--- config.mk ---
export PLATFORM = sky130hd
export DESIGN_NAME = delay_mem_scheduler_flat
export DESIGN_NICKNAME = d
export VERILOG_FILES = /design/src/rtl/delay_mem_scheduler_pkg.sv /design/src/rtl/delay_mem_scheduler_if.sv /design/src/rtl/delay_mem_scheduler_tap_addr_gen.sv /design/src/rtl/delay_mem_scheduler.sv /design/src/flat_wrapper.sv
export SDC_FILE = /design/constraint.sdc
export NUM_CORES = 1
export LEC_CHECK = 0
export CAP_MARGIN = 20
export CORE_MARGIN = 4
export CORE_UTILIZATION = 48
export DETAILED_ROUTE_END_ITERATION = 8
export GPL_TIMING_DRIVEN = 0
export PLACE_DENSITY_LB_ADDON = 0.3
export SKIP_CTS_REPAIR_TIMING = 1
export SLEW_MARGIN = 25
export SYNTH_ARGS = -nofsm -noshare
export SYNTH_HDL_FRONTEND = slang
export SYNTH_SLANG_ARGS = --single-unit
--- constraint.sdc ---
create_clock -name clk -period 3.9 [get_ports clk]
set_clock_uncertainty 0.1 [all_clocks]
set_input_delay 0.975 -clock clk [delete_from_list [all_inputs] [get_ports clk]]
set_output_delay 0.975 -clock clk [all_outputs]
set_load 0.03 [all_outputs]
--- src/rtl/delay_mem_scheduler_pkg.sv ---
// Shared types and constants for the effects-path delay memory scheduler.
// The sequencer walks a fixed slot order so the single-port memory sees at most one strobe per cycle.
package effects_pkg;

  localparam int ADDR_W       = 12;
  localparam int SAMPLE_W     = 12;
  localparam int DATA_W       = 16;
  localparam int REVERB_DELAY = 3000;

  typedef enum logic [2:0] {
    IDLE   = 3'd0,
    WRITE  = 3'd1,
    RD_CH  = 3'd2,
    CAP_CH = 3'd3,
    RD_RV  = 3'd4,
    CAP_RV = 3'd5,
    DONE   = 3'd6
  } sched_state_t;

endpackage

--- src/rtl/delay_mem_scheduler_if.sv ---
// Bundle of the sample/effects control inputs, memory port and tap outputs.
// master is the scheduler side; slave is the ADC / memory / mixer environment.
interface delay_mem_scheduler_if #(
  parameter int ADDR_W   = effects_pkg::ADDR_W,
  parameter int SAMPLE_W = effects_pkg::SAMPLE_W,
  parameter int DATA_W   = effects_pkg::DATA_W
);

  logic                start_sample;
  logic [SAMPLE_W-1:0] sample_in;
  logic                chorus_on;
  logic                reverb_on;
  logic [ADDR_W-1:0]   chorus_delay;
  logic [DATA_W-1:0]   mem_rdata;

  logic [ADDR_W-1:0]   mem_addr;
  logic [DATA_W-1:0]   mem_wdata;
  logic                mem_we;
  logic                mem_re;
  logic [SAMPLE_W-1:0] chorus_tap;
  logic [SAMPLE_W-1:0] reverb_tap;
  logic                taps_valid;
  logic                busy;
  logic                overrun;

  modport master (
    input  start_sample, sample_in, chorus_on, reverb_on, chorus_delay, mem_rdata,
    output mem_addr, mem_wdata, mem_we, mem_re,
    output chorus_tap, reverb_tap, taps_valid, busy, overrun
  );

  modport slave (
    output start_sample, sample_in, chorus_on, reverb_on, chorus_delay, mem_rdata,
    input  mem_addr, mem_wdata, mem_we, mem_re,
    input  chorus_tap, reverb_tap, taps_valid, busy, overrun
  );

endinterface

--- src/rtl/delay_mem_scheduler_tap_addr_gen.sv ---
// Circular-buffer tap address: write pointer minus distance, borrow discarded.
module tap_addr_gen #(
  parameter int ADDR_W = effects_pkg::ADDR_W
) (
  input  logic [ADDR_W-1:0] i_ptr,
  input  logic [ADDR_W-1:0] i_dist,
  output logic [ADDR_W-1:0] o_addr
);

  assign o_addr = i_ptr - i_dist;

endmodule

--- src/rtl/delay_mem_scheduler.sv ---
// Per-tick sequencer for the shared delay memory: write newest sample, then read chorus and reverb taps.
// Memory strobes are decoded from state only, so mem_rdata never feeds back into the port.
module delay_mem_scheduler #(
  parameter int ADDR_W       = effects_pkg::ADDR_W,
  parameter int SAMPLE_W     = effects_pkg::SAMPLE_W,
  parameter int DATA_W       = effects_pkg::DATA_W,
  parameter int REVERB_DELAY = effects_pkg::REVERB_DELAY
) (
  input logic                  clk,
  input logic                  reset,
  delay_mem_scheduler_if.master bus
);

  import effects_pkg::*;

  localparam logic [ADDR_W-1:0] RV_DIST = ADDR_W'(REVERB_DELAY);

  sched_state_t        r_state;
  sched_state_t        w_nxt;

  logic [ADDR_W-1:0]   r_wr_ptr;
  logic [SAMPLE_W-1:0] r_sample;
  logic [ADDR_W-1:0]   r_cdly;
  logic                r_con;
  logic                r_ron;
  logic [SAMPLE_W-1:0] r_ch_tap;
  logic [SAMPLE_W-1:0] r_rv_tap;
  logic                r_ovr;

  logic [ADDR_W-1:0]   w_ch_addr;
  logic [ADDR_W-1:0]   w_rv_addr;
  logic [ADDR_W-1:0]   w_addr;
  logic [DATA_W-1:0]   w_wdata;
  logic                w_we;
  logic                w_re;
  logic                w_tv;
  logic                w_busy;
  logic                w_unused;

  tap_addr_gen #(.ADDR_W(ADDR_W)) u_ch_addr (
    .i_ptr  (r_wr_ptr),
    .i_dist (r_cdly),
    .o_addr (w_ch_addr)
  );

  tap_addr_gen #(.ADDR_W(ADDR_W)) u_rv_addr (
    .i_ptr  (r_wr_ptr),
    .i_dist (RV_DIST),
    .o_addr (w_rv_addr)
  );

  // State register
  always_ff @(posedge clk or posedge reset) begin
    if (reset) r_state <= IDLE;
    else       r_state <= w_nxt;
  end

  // Next-state: fixed slot order, only IDLE waits on input
  always_comb begin
    w_nxt = IDLE;
    case (r_state)
      IDLE:    w_nxt = bus.start_sample ? WRITE : IDLE;
      WRITE:   w_nxt = RD_CH;
      RD_CH:   w_nxt = CAP_CH;
      CAP_CH:  w_nxt = RD_RV;
      RD_RV:   w_nxt = CAP_RV;
      CAP_RV:  w_nxt = DONE;
      DONE:    w_nxt = IDLE;
      default: w_nxt = IDLE;
    endcase
  end

  // Output decode; address parks on the write pointer outside active slots
  always_comb begin
    w_addr  = r_wr_ptr;
    w_wdata = '0;
    w_we    = 1'b0;
    w_re    = 1'b0;
    w_tv    = 1'b0;
    w_busy  = (r_state != IDLE);
    case (r_state)
      WRITE: begin
        w_we    = 1'b1;
        w_wdata = DATA_W'(r_sample);
      end
      RD_CH: begin
        if (r_con) begin
          w_addr = w_ch_addr;
          w_re   = 1'b1;
        end
      end
      RD_RV: begin
        if (r_ron) begin
          w_addr = w_rv_addr;
          w_re   = 1'b1;
        end
      end
      DONE:    w_tv = 1'b1;
      default: ;
    endcase
  end

  // Datapath: controls are latched at acceptance so mid-sequence changes are ignored
  always_ff @(posedge clk or posedge reset) begin
    if (reset) begin
      r_wr_ptr <= '0;
      r_sample <= '0;
      r_cdly   <= '0;
      r_con    <= 1'b0;
      r_ron    <= 1'b0;
      r_ch_tap <= '0;
      r_rv_tap <= '0;
      r_ovr    <= 1'b0;
    end else begin
      if (r_state == IDLE && bus.start_sample) begin
        r_sample <= bus.sample_in;
        r_cdly   <= bus.chorus_delay;
        r_con    <= bus.chorus_on;
        r_ron    <= bus.reverb_on;
      end
      if (r_state != IDLE && bus.start_sample) r_ovr <= 1'b1;
      if (r_state == CAP_CH) r_ch_tap <= r_con ? bus.mem_rdata[SAMPLE_W-1:0] : '0;
      if (r_state == CAP_RV) r_rv_tap <= r_ron ? bus.mem_rdata[SAMPLE_W-1:0] : '0;
      if (r_state == DONE)   r_wr_ptr <= r_wr_ptr + 1'b1;
    end
  end

  // Upper read-data bits are padding for the zero-extended samples
  assign w_unused = &{1'b0, bus.mem_rdata};

  assign bus.mem_addr   = w_addr;
  assign bus.mem_wdata  = w_wdata;
  assign bus.mem_we     = w_we;
  assign bus.mem_re     = w_re;
  assign bus.taps_valid = w_tv;
  assign bus.busy       = w_busy;
  assign bus.chorus_tap = r_ch_tap;
  assign bus.reverb_tap = r_rv_tap;
  assign bus.overrun    = r_ovr;

endmodule
--- src/flat_wrapper.sv ---
// flat-port wrapper written by rule: the top's interface ports become plain ports
module delay_mem_scheduler_flat import effects_pkg::*;
#(
  parameter int ADDR_W       = effects_pkg::ADDR_W,
  parameter int SAMPLE_W     = effects_pkg::SAMPLE_W,
  parameter int DATA_W       = effects_pkg::DATA_W,
  parameter int REVERB_DELAY = effects_pkg::REVERB_DELAY
)
  (clk, reset, bus_start_sample, bus_sample_in, bus_chorus_on, bus_reverb_on, bus_chorus_delay, bus_mem_rdata, bus_mem_addr, bus_mem_wdata, bus_mem_we, bus_mem_re, bus_chorus_tap, bus_reverb_tap, bus_taps_valid, bus_busy, bus_overrun);
  delay_mem_scheduler_if #(.ADDR_W(ADDR_W), .SAMPLE_W(SAMPLE_W), .DATA_W(DATA_W)) bus_i ();
  input logic clk;
  input logic reset;
  input wire logic [$bits(bus_i.start_sample)-1:0] bus_start_sample;
  input wire logic [$bits(bus_i.sample_in)-1:0] bus_sample_in;
  input wire logic [$bits(bus_i.chorus_on)-1:0] bus_chorus_on;
  input wire logic [$bits(bus_i.reverb_on)-1:0] bus_reverb_on;
  input wire logic [$bits(bus_i.chorus_delay)-1:0] bus_chorus_delay;
  input wire logic [$bits(bus_i.mem_rdata)-1:0] bus_mem_rdata;
  output wire logic [$bits(bus_i.mem_addr)-1:0] bus_mem_addr;
  output wire logic [$bits(bus_i.mem_wdata)-1:0] bus_mem_wdata;
  output wire logic [$bits(bus_i.mem_we)-1:0] bus_mem_we;
  output wire logic [$bits(bus_i.mem_re)-1:0] bus_mem_re;
  output wire logic [$bits(bus_i.chorus_tap)-1:0] bus_chorus_tap;
  output wire logic [$bits(bus_i.reverb_tap)-1:0] bus_reverb_tap;
  output wire logic [$bits(bus_i.taps_valid)-1:0] bus_taps_valid;
  output wire logic [$bits(bus_i.busy)-1:0] bus_busy;
  output wire logic [$bits(bus_i.overrun)-1:0] bus_overrun;
  assign bus_i.start_sample = bus_start_sample;
  assign bus_i.sample_in = bus_sample_in;
  assign bus_i.chorus_on = bus_chorus_on;
  assign bus_i.reverb_on = bus_reverb_on;
  assign bus_i.chorus_delay = bus_chorus_delay;
  assign bus_i.mem_rdata = bus_mem_rdata;
  assign bus_mem_addr = bus_i.mem_addr;
  assign bus_mem_wdata = bus_i.mem_wdata;
  assign bus_mem_we = bus_i.mem_we;
  assign bus_mem_re = bus_i.mem_re;
  assign bus_chorus_tap = bus_i.chorus_tap;
  assign bus_reverb_tap = bus_i.reverb_tap;
  assign bus_taps_valid = bus_i.taps_valid;
  assign bus_busy = bus_i.busy;
  assign bus_overrun = bus_i.overrun;
  delay_mem_scheduler #(.ADDR_W(ADDR_W), .SAMPLE_W(SAMPLE_W), .DATA_W(DATA_W), .REVERB_DELAY(REVERB_DELAY)) u_core (.clk(clk), .reset(reset), .bus(bus_i));
endmodule
# Word-level counts from Yosys, hierarchy flattened
# Cells that the tools add are included.
# word_totals
reg_bits,66
input_bits,45
out_inout_bits,57
word_cells,35
# classes
n_addsub,3
n_eq_ne,6
muxes,13
n_reduce_logical,4
# ops
operator,n
$mux 12,5
$pmux 12 s2,1
$pmux 3 s6,1
$add 12x1->12 const B,1
$sub 12x12->12,1
$sub 12x12->12 const B,1
$eq 3x3->1 const B,3
$eq 3x2->1 const B,2
$mux 1,5
$eq 3x1->1 const B,1
$logic_not 3->1,1
$reduce_bool 3->1,1
$logic_and 1x1->1,2
$pmux 1 s2,1

# Longest topological paths before layout
# Gate-level depths: netlist (run 1).
# depth
word_depth,3
depth_mapped,9
mapped_depth_nobuf,9

# Cells and area by module
# A second synthesis (run 1) with hierarchy kept.
# hier_totals
cells_unflattened,475
area_unflattened_um2,4469.3
# by_module_without_submodules
module,instances,cells_each,area_per_inst_um2,seq_area_each_um2
delay_mem_scheduler,1,319,3370.7,1651.6
tap_addr_gen (u_core.u_rv_addr),1,78,553.0,0.0
tap_addr_gen (u_core.u_ch_addr),1,78,545.5,0.0

# Worst setup path before layout (run 1)
# Ideal clock, no wire load.
# synth_path
path_type,flip-flop to output port
start,register u_core.r_wr_ptr[3]
end,output port bus_mem_addr[9]
t_arrival_ns,2.228
required_time_ns,2.825
setup_slack_ns,0.597
path_stages_with_launch,7
n_path_buf,0
cell_sequence,dfrtp_1 -> ha_1 -> o2111ai_2 -> a31oi_1 -> a41oi_1 -> xor2_1 -> o21ai_0
# synth_between
elab_chain_len,3
elab_cells_between_ends,5
classes_between,add/sub (2); mux (3)
# synth_lines
item,line,source
start: declaration,delay_mem_scheduler.sv:21,logic [ADDR_W-1:0] r_wr_ptr;
start signal: assignment,delay_mem_scheduler.sv:124,if (r_state == DONE) r_wr_ptr <= r_wr_ptr + 1'b1;
$sub 12x12->12,delay_mem_scheduler_tap_addr_gen.sv:10,assign o_addr = i_ptr - i_dist;
$mux 12 (on tied branches),"delay_mem_scheduler.sv:93, delay_mem_scheduler.sv:87",
$pmux 12 s2 (*),delay_mem_scheduler.sv:81,case (r_state)
end: declaration,flat_wrapper.sv:19,output wire logic [$bits(bus_i.mem_addr)-1:0] bus_mem_addr;
# Every way passes the cells marked *; elsewhere a longest branch is shown, timed or not.

# Final worst setup path (run 1)
# layout_path
start,register u_core.r_wr_ptr[7]
end,output port bus_mem_addr[11]
# The elaborated chain is that of the path after synthesis.

==> flow_summary.yaml, run 1 <==
status:
  status: "finished, final reports clean"
global_route:
  grt_start_max_net_pins: 53
  number_of_global_route_vias_before_repair: 3025
  grt.total_usage: 0.201
  global_route.overflow_total: 0
  grt_antenna_before_repair: 0
  grt_first_pass_wirelength_um: 14200
sta:
  setup_viol: 0
  fin_tns_setup_ps: 0
  final.hold.worst_slack_ps: 364
  layout_setup_ws_ps: 101
  period_needed_ps: 3800
  period_share: 0.974
  hold_violations: 0
  final_max_slew_viols: 0
  clock.fmax_ghz: 0.263
final_layout:
  num_antenna_cells: 0
  layout.core_utilization: 0.682
  fin_nets: 564
  syn2layout_area_growth_pct: 37.2
  share_of_layout_cells_above_drive_strength_1: 0.133
  final-seq-area_mm2: 0.00165
  mostFrequentLayoutCells: "clkdlybuf4s50_1, nand2_1, dfrtp_1"
  final_design_area_no_fill_mm2: 0.00500
  most_common_cell_after_layout_fill_and_taps_aside: "clkdlybuf4s50_1"
  number_of_standard_cells_in_the_layout_taps_in_and_fillers_out: 609
  total_area_of_multi_input_combinational_cells_mm2: 0.00182
  layout.filler_cells: 564
route:
  detail_route.drc_violations: 0
  detail-route-antenna-nets: 0
  finalWirelength_um: 8760
  dr_wl_met2_um: 4380
  route.detailed.vias_per_inst: 5.17
  met3RoutedLength_um: 446
  vias: 3150
  routedLengthMet1_um: 3790
  topRoutingLayerUsed: "met4"
  detail_route.wl_per_cell_um: 14.4
  drt_first_iter_violations: 207
  drtPass1Iterations: 4
placement:
  post_dp_cell_area_mm2: 0.00474
  placed_cells_incl_taps: 593
  io_buffer_count: 93
  detailedPlacementHpwl_um: 6490
  preCtsSetupSlack_ps: -80.4
  gp_routability_congestion: 0.872
power_and_ir_drop:
  vdd.ir_drop.worst_mv: 0.516
  total_power_mw: 3.94
  power.density_mw_per_mm2: 788
  total_leakage_power_nw: 2.31
flow_run:
  drv_cap: 0
clocking:
  clock_tree.root_cell: "clkbuf_8"
  tritoncts.num_buffers: 9
  cts_tree: "done"
  clk_path_buf_depth: 2
  cts.sinks: 66
  cts_max_level: 3
  clkTransAtPathRegs_ps: 80
  clkLatencyLatePin_ps: 350
logic_synthesis:
  postSynthAreaPerCell_um2: 9.17
  synthesis.instances: 397
  synth_enable_flop_cells: 0
  syn_area_mm2: 0.00364
  ys_async_sr_fraction: 1.00
  dominantRegCellSynth: "dfrtp_1"
  synth.top_cell.area_share: 0.453
  synth.yosys.seq_area_share: 0.453
  ys_types: 54
  synth_area_leader: "dfrtp_1"
  yosys_register_bits: 66
  synth.top_cells.by_area: "dfrtp_1, nand2_1, o21ai_0, mux2_2, ha_1"
  yosys_warnings: 0
floorplanning:
  core_region_area_mm2: 0.00733
  boundaryPins: 102
  placementRows: 31
  die_height_um: 95.1
  dieWidth_um: 95.1
  die_area_mm2: 0.00905
  floorplan.initialDensity: 0.497
setup_path:
  timing.critical_path.cells: "ha_2, a21oi_2, o21a_2, nand2_2, a21oi_2, mux2i_1, or4_1, dlymetal6s2s_1"
  critical_path.slowest_cell: "or4_1"
  critical_path_required_ps: 2820
  crit_top_cell: "a21oi_2"
  worst_path_max_stage_delay_ps: 510
  start_kind: "flip-flop"
  start_to_end_type_of_the_worst_setup_path: "reg2out"
  cp_max_fo: 8
  data_arrival_time_of_the_worst_path_ps: 2720
  worst_setup_end_kind: "primary output"
min_path:
  min_path_type: "reg2reg"
-- Yosys cell counts (2+ instances only) --
cell,count
or4_1,3
buf_4,6
o21ai_0,53
nor3_1,2
nand2_1,79
buf_6,2
a21oi_2,2
nand4_1,5
inv_1,20
xor2_1,9
mux2_2,16
a211oi_1,2
a21o_1,3
or3_1,4
o221ai_1,2
nand3_1,12
and3_1,2
o21ai_1,2
dfrtp_1,66
and2_1,13
a21oi_1,13
mux2i_1,2
buf_2,3
xnor2_1,9
ha_1,13
clkbuf_1,13
a31oi_1,2
nor2_1,12
nand2b_1,2
-- cell families (layout without fill, tap and decap cells) --
kind of cell,Yosys count,after routing,synth area share
other cells,1,4,0.00103
mux,18,18,0.0550
xor+xnor,18,18,0.0433
compound gates,87,87,0.137
simple gates,148,148,0.202
flops,66,66,0.453
buf+inv,45,155,0.0581
fa+ha+maj,14,14,0.0502
-- area by class of cell --
| type | count | area share |
|---|---|---|
| clock buffers | 9 | 0.0248 |
| multi-input cells | 289 | 0.365 |
| repair buffers | 94 | 0.192 |
| plain buffers | 25 | 0.0273 |
| well taps | 99 | 0.0248 |
| clock inverters | 7 | 0.0200 |
| inverters | 20 | 0.0155 |
| flip-flops and latches | 66 | 0.330 |
-- state kept, by name, summed over array words and instances, names as in the netlist --
signal	cells
u_core.r_cdly	12
u_core.bus.reverb_tap	12
u_core.r_wr_ptr	12
u_core.r_con	1
u_core.bus.chorus_tap	12
u_core.r_ron	1
u_core.bus.overrun	1
u_core.r_state	3
u_core.r_sample	12
-- worst max-delay path, delay by kind of cell (launching register included) --
family	cells	cell delay, ps
compound gates	3	580
buf+inv	1	260
fa+ha+maj	1	390
simple gates	2	570
mux	1	80
flops	1	500
-- worst paths after layout --
path / from / end / slack [ps] / depth (start not counted)
min in group asynchronous: reset / u_core.r_sample[2] / 800 / 2
setup reg to reg: u_core.r_state[2] / u_core.r_sample[1] / 1840 / 4
max in group asynchronous: reset / u_core.r_cdly[6] / 2380 / 3
hold / removal: u_core.bus.overrun / u_core.bus.overrun / 360 / 1
hold reg to reg: u_core.bus.overrun / u_core.bus.overrun / 360 / 1
setup / recovery: u_core.r_wr_ptr[7] / bus_mem_addr[11] / 100 / 8
-- where the power goes --
group	internal, mW	total (mW)	switching (mW)
registers	0.958	1.13	0.168
clock network	0.365	0.649	0.284
logic	0.908	2.16	1.25
total	2.23	3.94	1.71
-- per-layer routing --
layer	vias up	track usage
li1	1567	-
met1	1513	0.255
met5	-	0
met4	0	0.0793
met2	60	0.326
met3	10	0.0513
Power figures use the tool's default switching activity.
==> run 2, diff against run 1 <==
--- a/config.mk
+++ b/config.mk
@@ -12,7 +12,7 @@
 export GPL_TIMING_DRIVEN = 0
 export PLACE_DENSITY_LB_ADDON = 0.3
 export SKIP_CTS_REPAIR_TIMING = 1
-export SLEW_MARGIN = 25
+export SLEW_MARGIN = 20
 export SYNTH_ARGS = -nofsm -noshare
 export SYNTH_HDL_FRONTEND = slang
 export SYNTH_SLANG_ARGS = --single-unit
==> results of run 2 <==
Final layout, timing and power as in run 1 (identical DEF).
